## config.mk

```make
export PLATFORM = sky130hd
export DESIGN_NAME = ahb_app_arbiter
export DESIGN_NICKNAME = d
export VERILOG_FILES = /design/src/rtl/ahb_app_arbiter.sv
export SDC_FILE = /design/constraint.sdc
export NUM_CORES = 1
export LEC_CHECK = 0
export CAP_MARGIN = 5
export CORE_AREA = 2 2 173 175
export DETAILED_ROUTE_END_ITERATION = 7
export DIE_AREA = 0 0 175 177
export GPL_TIMING_DRIVEN = 0
export SETUP_SLACK_MARGIN = 0.4
export SLEW_MARGIN = 10
export SYNTH_ARGS = -nofsm -noshare
export SYNTH_HDL_FRONTEND = slang
export SYNTH_SLANG_ARGS = --single-unit
```

## constraint.sdc

```tcl
create_clock -name HCLK -period 3.3 [get_ports HCLK]
set_clock_uncertainty 0.05 [all_clocks]
set_input_delay 0.495 -clock HCLK [delete_from_list [all_inputs] [get_ports HCLK]]
set_output_delay 0.495 -clock HCLK [all_outputs]
set_load 0.01 [all_outputs]
```

## src/rtl/ahb_app_arbiter.sv

```systemverilog
// ahb_app_arbiter: shares one AHB-Lite master application port between
// N_REQ requesters; latches the winner's command and sequences its beats.
// Ports:
//   HCLK/HRESETn           clock, async active-low reset
//   req/req_write/req_size/req_addr/req_len/req_wdata  requester commands
//   gnt/owner/busy_o       grant pulse, current owner, command in flight
//   wr_pop/rd_valid/rd_data/done/err  per-owner data and status returns
//   m_enable/m_func/m_addr/m_data_in/m_busy  master command side
//   m_data_out/m_data_valid/m_error/m_wait   master response side
// AHB_ARB_RR_EN: round-robin when defined, else fixed lowest-index priority.
module ahb_app_arbiter #(
  parameter int N_REQ = 4,
  parameter int LEN_W = 4
) (
  input  logic                   HCLK,
  input  logic                   HRESETn,
  input  logic [N_REQ-1:0]       req,
  input  logic [N_REQ-1:0]       req_write,
  input  logic [2*N_REQ-1:0]     req_size,
  input  logic [32*N_REQ-1:0]    req_addr,
  input  logic [LEN_W*N_REQ-1:0] req_len,
  input  logic [32*N_REQ-1:0]    req_wdata,
  output logic [N_REQ-1:0]       gnt,
  output logic [2:0]             owner,
  output logic                   busy_o,
  output logic [N_REQ-1:0]       wr_pop,
  output logic [N_REQ-1:0]       rd_valid,
  output logic [31:0]            rd_data,
  output logic [N_REQ-1:0]       done,
  output logic [N_REQ-1:0]       err,
  output logic                   m_enable,
  output logic [4:0]             m_func,
  output logic [31:0]            m_addr,
  output logic [31:0]            m_data_in,
  output logic                   m_busy,
  input  logic [31:0]            m_data_out,
  input  logic                   m_data_valid,
  input  logic                   m_error,
  input  logic                   m_wait
);

  typedef enum logic [2:0] {
    S_IDLE,
    S_GRANT,
    S_ADDR,
    S_BURST,
    S_DRAIN,
    S_ERR
  } state_t;

  localparam logic [LEN_W-1:0] L_ONE = 1;

  state_t r_state;
  state_t w_nxt;

  logic [2:0]       r_owner;
  logic             r_write;
  logic [1:0]       r_size;
  logic [31:0]      r_addr;
  logic [LEN_W-1:0] r_len;
  logic [LEN_W-1:0] r_cnt;
  logic             r_pend;

  logic             w_any;
  logic [2:0]       w_win;
  logic             w_s_write;
  logic [1:0]       w_s_size;
  logic [31:0]      w_s_addr;
  logic [LEN_W-1:0] w_s_len;
  logic [31:0]      w_wdata;
  logic [N_REQ-1:0] w_oh;
  logic [31:0]      w_step;

  logic             w_grant;
  logic             w_acc;
  logic             w_fin;
  logic             w_abort;
  logic             w_dp;
  logic             w_en;
  logic [4:0]       w_func;

  assign w_any  = |req;
  assign w_step = 32'd1 << r_size;

`ifdef AHB_ARB_RR_EN
  logic [2:0] r_rr;
  logic [3:0] w_idx;
  logic       w_found;

  always_comb begin
    w_win   = '0;
    w_idx   = '0;
    w_found = 1'b0;
    for (int k = 0; k < N_REQ; k++) begin
      w_idx = {1'b0, r_rr} + 4'(k);
      if (w_idx >= 4'(N_REQ))
        w_idx = w_idx - 4'(N_REQ);
      for (int j = 0; j < N_REQ; j++) begin
        if (!w_found && req[j] &&
            w_idx == 4'(j)) begin
          w_win   = 3'(j);
          w_found = 1'b1;
        end
      end
    end
  end

  always_ff @(posedge HCLK or negedge HRESETn) begin
    if (!HRESETn)
      r_rr <= '0;
    else if (w_grant) begin
      if (w_win == 3'(N_REQ - 1))
        r_rr <= '0;
      else
        r_rr <= w_win + 3'd1;
    end
  end
`else
  always_comb begin
    w_win = '0;
    for (int j = N_REQ - 1; j >= 0; j--)
      if (req[j])
        w_win = 3'(j);
  end
`endif

  // winner's command fields, and the owner's write beat
  always_comb begin
    w_s_write = 1'b0;
    w_s_size  = '0;
    w_s_addr  = '0;
    w_s_len   = '0;
    w_wdata   = '0;
    w_oh      = '0;
    for (int j = 0; j < N_REQ; j++) begin
      if (w_win == 3'(j)) begin
        w_s_write = req_write[j];
        w_s_size  = req_size[j*2 +: 2];
        w_s_addr  = req_addr[j*32 +: 32];
        w_s_len   = req_len[j*LEN_W +: LEN_W];
      end
      if (r_owner == 3'(j)) begin
        w_wdata = req_wdata[j*32 +: 32];
        w_oh[j] = 1'b1;
      end
    end
  end

  // a pending data phase completes on any unstalled, error-free cycle
  assign w_dp = r_pend & ~m_wait & ~m_error;

  always_ff @(posedge HCLK or negedge HRESETn) begin
    if (!HRESETn)
      r_state <= S_IDLE;
    else
      r_state <= w_nxt;
  end

  always_comb begin
    w_nxt   = r_state;
    w_grant = 1'b0;
    w_acc   = 1'b0;
    w_fin   = 1'b0;
    w_abort = 1'b0;
    w_en    = 1'b0;
    w_func  = '0;
    unique case (r_state)
      S_IDLE: begin
        if (w_any) begin
          w_grant = 1'b1;
          w_nxt   = S_GRANT;
        end
      end
      S_GRANT: begin
        w_nxt = S_ADDR;
      end
      S_ADDR: begin
        w_en   = 1'b1;
        w_func = {1'b1, r_len != '0,
                  r_write, r_size};
        if (m_error) begin
          w_abort = 1'b1;
          w_en    = 1'b0;
          w_nxt   = S_ERR;
        end else if (!m_wait) begin
          w_acc = 1'b1;
          w_nxt = (r_len == '0) ? S_DRAIN
                                : S_BURST;
        end
      end
      S_BURST: begin
        w_en = 1'b1;
        // crossing a 1KB page restarts the burst as NON_SEQ
        w_func = {r_addr[9:0] == 10'd0, 1'b1,
                  r_write, r_size};
        if (m_error) begin
          w_abort = 1'b1;
          w_en    = 1'b0;
          w_nxt   = S_ERR;
        end else if (!m_wait) begin
          w_acc = 1'b1;
          if (r_cnt == r_len)
            w_nxt = S_DRAIN;
        end
      end
      S_DRAIN: begin
        w_en   = 1'b1;
        w_func = {2'b00, r_write, r_size};
        if (m_error) begin
          w_abort = 1'b1;
          w_en    = 1'b0;
          w_nxt   = S_ERR;
        end else if (!m_wait) begin
          w_fin = 1'b1;
          if (w_any) begin
            w_grant = 1'b1;
            w_nxt   = S_GRANT;
          end else begin
            w_nxt = S_IDLE;
          end
        end
      end
      S_ERR: begin
        if (!m_error)
          w_nxt = S_IDLE;
      end
      default: begin
        w_nxt = S_IDLE;
      end
    endcase
  end

  always_ff @(posedge HCLK or negedge HRESETn) begin
    if (!HRESETn) begin
      r_owner <= '0;
      r_write <= 1'b0;
      r_size  <= '0;
      r_addr  <= '0;
      r_len   <= '0;
      r_cnt   <= '0;
      r_pend  <= 1'b0;
    end else begin
      if (w_grant) begin
        r_owner <= w_win;
        r_write <= w_s_write;
        r_size  <= w_s_size;
        r_addr  <= w_s_addr;
        r_len   <= w_s_len;
        r_cnt   <= '0;
      end else if (w_acc) begin
        // the last beat leaves addr and count parked
        if (r_state == S_ADDR) begin
          if (r_len != '0) begin
            r_addr <= r_addr + w_step;
            r_cnt  <= L_ONE;
          end
        end else if (r_cnt != r_len) begin
          r_addr <= r_addr + w_step;
          r_cnt  <= r_cnt + L_ONE;
        end
      end
      if (w_abort)
        r_pend <= 1'b0;
      else if (w_acc)
        r_pend <= 1'b1;
      else if (w_dp)
        r_pend <= 1'b0;
    end
  end

  assign gnt = (r_state == S_GRANT) ? w_oh : '0;
  assign owner  = r_owner;
  assign busy_o = (r_state == S_GRANT) ||
                  (r_state == S_ADDR)  ||
                  (r_state == S_BURST) ||
                  (r_state == S_DRAIN);

  assign wr_pop = (w_dp && r_write) ? w_oh : '0;
  assign rd_valid = (w_dp && !r_write &&
                     m_data_valid) ? w_oh : '0;
  assign rd_data = (w_dp && !r_write) ?
                   m_data_out : '0;
  assign done = w_fin   ? w_oh : '0;
  assign err  = w_abort ? w_oh : '0;

  assign m_enable  = w_en;
  assign m_func    = w_func;
  assign m_addr    = w_en ? r_addr : '0;
  assign m_data_in = (r_pend && r_write) ?
                     w_wdata : '0;
  assign m_busy    = 1'b0;

endmodule

```

==> qor.txt, run 1 <==
Total congestion overflow: 0
Crit path max-delay cell type: clkdlybuf4s50_1
WP data required: 2.75 ns
Max transition margin: 47.87%
Ys async rst share: 100.0%
Maximum vdd drop: 0.0002795 V
Num CTS Buffers: 5
Post-route setup TNS: 0 ns
Final Net Count: 1,505
Worst endpoint data arrival time: 2.30 ns
Pwr dens: 526.7 nW/um2
Tightest Pin Transition: 0.7819 ns
Outcome: finished clean
Initial core utilization: 19.57%
Pre-antenna DRT Iters: 6
Residual DRC: 0
Synthesized area per cell: 8.028 um2
Max H-tree Level: 2
P_sw: 0.002708 W
Most frequent cell after synthesis: nor2_1
Final slew viol count: 0
Share of layout cells above drive strength 1: 10.55%
Crit Path Max Fanout: 10
MaxCap Viol Count: 0
CP Class: register to primary output
Cell Int Power: 0.003151 W
Synth cell types: 75
Worst-path cell chain: clkbuf_8, buf_8, mux4_2, nor2b_2, clkdlybuf4s50_1
Gr usage total: 23.55%
Pwr Total: 0.005859 W
Met3 Use GR: 6.787%
Mean routed wirelength per cell: 24.25 um
Synth Warn #: 0
Non-filler instance count after layout: 1,573
Die Span X: 175 um
Yosys top cell by area: dfrtp_1
Post-DP HPWL: 31,840 um
#FFs+latches synth: 49
First-pass GRT wire length: 53,270 um
Worst path max stage delay: 0.52 ns
Post-DRT Antenna Nets: 0
Initial antenna violation count: 8
Period minus WS final: 2.846 ns
Ranking of synthesized cells by area: dfrtp_1, mux4_2, and2_1, nor2b_1, nor2_1
Switching Fraction: 46.21%
Final worst path period share: 86.25%
Worst reg-to-reg path cell count: 7
Endpoints failing setup: 0
Met1 usage: 28.24%
Synth top cells by count: nor2_1, and2_1, dfrtp_1, nand2_1, clkbuf_1
Worst-Skew Late Latency: 0.31 ns
Startpoint Class: register
Mapped Cells: 713
Reg-to-reg slack, setup: 0.65 ns
Placer Congestion: 0.9036
Area Overhead vs Synth: 94.34%
Drt total wl: 38,150 um
Part of the power in registers: 21.2%
Post-synth EDFFs: 0
Drt first-iter violations: 595
Lkg Pwr: 4.234 nW
Largest net degree at the start of global routing: 50
Final hold vios: 0
FF-to-FF End: r_addr[31]
Number of vias per cell: 5.065
I/O Pins: 452
Met2 Use GR: 40.46%
Vias in the first global route: 8,088
R2R Path Start: r_size[0]
Reg clk slew, reported paths: 0.08 ns
Synth Cell Area: 5724 um2
Port-buffer cells: 446
Max Clk Rate: 351.3 MHz
DIE HEIGHT: 177 um
Longest Clk Path Bufs: 2
Path type of the worst min-delay path: input port to asynchronous set/reset pin
Crit path capture type: primary output
Sequential fraction of the synthesis area: 21.42%
Clock share of power: 9.9%
Global route hottest layer: met2
CTS sink cnt: 49
RSZ-0062 raised after global routing: yes
Synth top area share: 21.42%
Row Count: 63
Placed cell count: 1,550
Clock tree from TritonCTS: yes
Core ar.: 29,240 um2
Die area: 30,980 um2
Via Count: 7,968
Top_reg_cell synth: dfrtp_1
Comb pwr share: 68.9%
Clk root buf: clkbuf_16
[cell type report]
type / instances / area, um2
fill: 2938 / 18120
timing repair buffer: 453 / 4549
multi-input combinational: 584 / 4267
sequential: 49 / 1229
tap: 390 / 488.0
buffer: 63 / 350.3
clock buffer: 5 / 125.1
inverter: 18 / 67.56
clock inverter: 3 / 28.78
antenna: 8 / 20.02
[cells in the final DEF, fill, tap and decap left out, types with 18 or more instances in the layout]
master,instances
and2_1,54
clkbuf_2,19
clkdlybuf4s50_1,433
nand2_1,48
a31oi_1,25
nor3_1,23
a21oi_1,26
nor2_1,60
mux4_2,32
o21ai_0,36
nand3_1,22
clkbuf_1,21
inv_1,18
nor2b_1,44
dfrtp_1,47
[per-stage QoR]
| stage | util [%] | setup WS [ns] | hold slack (ns) | cell area, um2 |
|---|---|---|---|---|
| 4_1_cts | 37.51 | 0.3094 | 0.2185 | 10970 |
| 5_1_grt | 38.02 | 0.3444 | 0.2401 | 11120 |
| 3_3_place_gp | 36.52 | -0.4049 | 0.4912 | 10680 |
| 3_5_place_dp | 36.53 | -0.3479 | 0.5004 | 10680 |
| 2_1_floorplan | - | 1.078 | 0.1494 | 5728 |
| 6_report | 38.04 | 0.4537 | 0.1910 | 11120 |
[worst max-delay path by stage]
| stage | from | cells after the start | end |
|---|---|---|---|
| finish | owner[0] | 5 | m_data_in[17] |
| global route | req[3] | 7 | r_addr[5] |
| CTS | owner[0] | 6 | wr_pop[2] |
| detailed placement | req[3] | 7 | r_addr[12] |
| global placement | req[3] | 7 | r_addr[12] |
| floorplan | m_wait | 4 | rd_valid[0] |
[metal layers]
| metal | wire length (um) | share of wire, % |
|---|---|---|
| met1 | 15260 | 40 |
| met3 | 3394 | 8.9 |
| met5 | 13 | 0.034 |
| met2 | 18360 | 48 |
| met4 | 1114 | 2.9 |
[registers in the layout, summed over array words and instances, names as in the netlist]
signal and count:
r_addr 32, r_state 3, r_size 2, r_cnt 4
owner 2, r_pend 1, r_len 4, r_write 1
[power groups by stage]
stage	sequential (W)	clock (W)	combinational (W)
after floorplan	0.00109	0	0.00220
after global placement	0.00122	0	0.00381
after CTS	0.00123	0.000595	0.00397
after detailed placement	0.00123	0	0.00384
final	0.00124	0.000582	0.00404
after global routing	0.00128	0.000604	0.00435
[logic make-up after synthesis]
family,count (synthesis),synth area share [%]
fa+ha+maj,6,1.443
flops,49,21.42
compound gates,202,25.09
other cells,1,0.06551
simple gates,329,31.37
buf+inv,81,5.924
mux,36,13.31
xor+xnor,9,1.377
[timing repair]
item,CTS,global route
buffers inserted,2,5
hold buffers,0,0
endpoints found under the setup margin,150,105
gates resized for setup,47,41
pin swaps,0,1
[critical path: cells and delay by family (launching register included)]
family | cells | cell delay (ns)
buffers and inverters | 3 | 0.90
multiplexers | 1 | 0.50
flip-flops | 1 | 0.39
AND/OR/NAND/NOR | 1 | 0.19
Power figures use the tool's default switching activity.
==> run 2, diff against run 1 <==
--- a/config.mk
+++ b/config.mk
@@ -10,6 +10,7 @@
 export DETAILED_ROUTE_END_ITERATION = 7
 export DIE_AREA = 0 0 175 177
 export GPL_TIMING_DRIVEN = 0
+export PLACE_DENSITY_LB_ADDON = 0.1
 export SETUP_SLACK_MARGIN = 0.4
 export SLEW_MARGIN = 10
 export SYNTH_ARGS = -nofsm -noshare
==> qor.txt, run 2 (synthesis results as in run 1) <==
Vias in the first global route: 8,059
Final worst path period share: 85.86%
Period minus WS final: 2.833 ns
Worst-Skew Late Latency: 0.32 ns
Worst path max stage delay: 0.72 ns
Pre-CTS WS: -0.3765 ns
Post-DRT Antenna Nets: 0
Reg clk slew, reported paths: 0.08 ns
Row Count: 63
Final hold vios: 0
Endpoints failing setup: 0
CP Class: input port to register
Residual DRC: 0
Drt first-iter violations: 524
Maximum vdd drop: 0.0002230 V
Cell Int Power: 0.003276 W
Path type of the worst min-delay path: input port to asynchronous set/reset pin
Gr usage total: 25.22%
Drt total wl: 39,920 um
Clock tree from TritonCTS: yes
Worst-path cell chain: clkdlybuf4s50_1, buf_2, or4b_2, buf_2, clkbuf_2, o22ai_1, a21oi_1, o211a_1
Lkg Pwr: 4.256 nW
Reg-to-reg slack, setup: 0.66 ns
Post-DP HPWL: 33,380 um
Crit Path Max Fanout: 10
Largest net degree at the start of global routing: 50
Initial core utilization: 19.57%
Max FFs per register: 32
Worst reg-to-reg path cell count: 7
FF+latch area: 1227 um2
Commonest non-fill, non-tap cell in the layout: clkdlybuf4s50_1
Final Net Count: 1,514
Share of layout cells above drive strength 1: 11.57%
R2R Path Start: r_size[0]
DIE HEIGHT: 177 um
Fill cell count: 3,038
Outcome: finished clean
Largest Register: r_addr
FF-to-FF End: r_addr[27]
Max H-tree Level: 2
Max transition margin: 44.70%
Port-buffer cells: 446
Crit path capture type: register
Area Overhead vs Synth: 96.55%
Final slew viol count: 0
MaxCap Viol Count: 0
Pwr Total: 0.006004 W
Comb pwr share: 68.7%
Pre-antenna DRT Iters: 5
Startpoint Class: input port
RSZ-0062 raised after global routing: no
Final core occ: 38.47%
Total congestion overflow: 0
Die area: 30,980 um2
Worst endpoint data arrival time: 2.99 ns
Mean routed wirelength per cell: 25.22 um
Post-route setup TNS: 0 ns
CTS sink cnt: 49
Longest Clk Path Bufs: 2
Clock share of power: 10.8%
Tightest Pin Transition: 0.8295 ns
Core ar.: 29,240 um2
Switching Fraction: 45.43%
P_sw: 0.002728 W
Crit path max-delay cell type: or4b_2
Initial antenna violation count: 13
Most numerous cell on the critical path: buf_2
Top Registers: r_addr (32), r_cnt (4), r_len (4)
Clk root buf: clkbuf_16
Most frequent cells in the layout: clkdlybuf4s50_1, nor2_1, and2_1
I/O Pins: 452
Max Clk Rate: 352.9 MHz
Part of the power in registers: 20.5%
Num CTS Buffers: 5
First-pass GRT wire length: 56,520 um
Final hold slack: 0.1910 ns
Pwr dens: 533.6 nW/um2
WP data required: 3.45 ns
Via Count: 7,909
Multi-input combinational cell area: 4302 um2
Die Span X: 175 um
Final worst slack: 0.4666 ns
Number of vias per cell: 4.996
Placer Congestion: 0.9264
-- run 2: cell types whose count changed in the layout (fill, tap and decap cells not counted), moves of 2 or more --
cell            change
a211oi_1            -3
a211oi_2            +3
buf_2               +2
buf_4               +7
clkbuf_1            +2
clkbuf_2            -3
dlygate4sd2_1       +2
dlymetal6s2s_1      -2
nand2b_1            -2
nand2b_2            +2
nor2_1              -2
nor3_1              -2
-- run 2: how the worst max path moves through the flow --
| stage | start | to | slack [ns] | cells past startpoint |
|---|---|---|---|---|
| floorplan | m_wait | rd_valid[0] | 1.08 | 4 |
| global placement | req[2] | r_addr[9] | -0.39 | 7 |
| detailed placement | req[2] | r_addr[9] | -0.38 | 7 |
| CTS | r_state[2] | m_addr[2] | 0.37 | 7 |
| global route | r_state[2] | m_addr[17] | 0.40 | 7 |
| finish | req[2] | r_addr[8] | 0.47 | 8 |
-- run 2: repair_timing --
action | in CTS | in global routing
buffers inserted | 9 | 7
gates resized for setup | 58 | 38
hold buffers | 0 | 0
pin swaps | 3 | 1
endpoints found under the hold margin | 0 | 0
endpoints found under the setup margin | 149 | 88
-- run 2: critical path, delay by kind of cell --
kind,cells,cell delay [ns]
buf+inv,4,1.20
simple gates,1,0.72
compound gates,3,0.57
-- run 2: layout make-up --
cell class | instances | area share, %
tap | 390 | 4.337
sequential | 49 | 10.91
clock buffer | 5 | 1.112
buffer | 63 | 3.103
clock inverter | 3 | 0.4226
timing repair buffer | 462 | 41.08
multi-input combinational | 584 | 38.23
antenna | 9 | 0.2002
inverter | 18 | 0.6005
-- run 2: metal layers --
metal | part of all wire, % | vias up | global-route usage (%)
li1 | - | 3671 | -
met1 | 42 | 3824 | 31.51
met2 | 47 | 352 | 42.37
met3 | 8.9 | 52 | 7.775
met4 | 2.1 | 10 | 6.181
met5 | 0.15 | - | 0
-- run 2: through the flow --
| step | instances | instance area (um2) |
|---|---|---|
| after floorplan | 714 | 5728 |
| after global placement | 1550 | 10680 |
| after CTS | 1567 | 11100 |
| after global routing | 1578 | 11240 |
| after detailed placement | 1550 | 10680 |
| final | 1583 | 11250 |
-- run 2: power groups by stage --
stage	combinational (W)	clock, W	sequential, W
after floorplan	0.00220	0	0.00109
after global placement	0.00384	0	0.00122
after detailed placement	0.00385	0	0.00122
after CTS	0.00406	0.000659	0.00123
after global routing	0.00449	0.000685	0.00128
final	0.00412	0.000648	0.00123
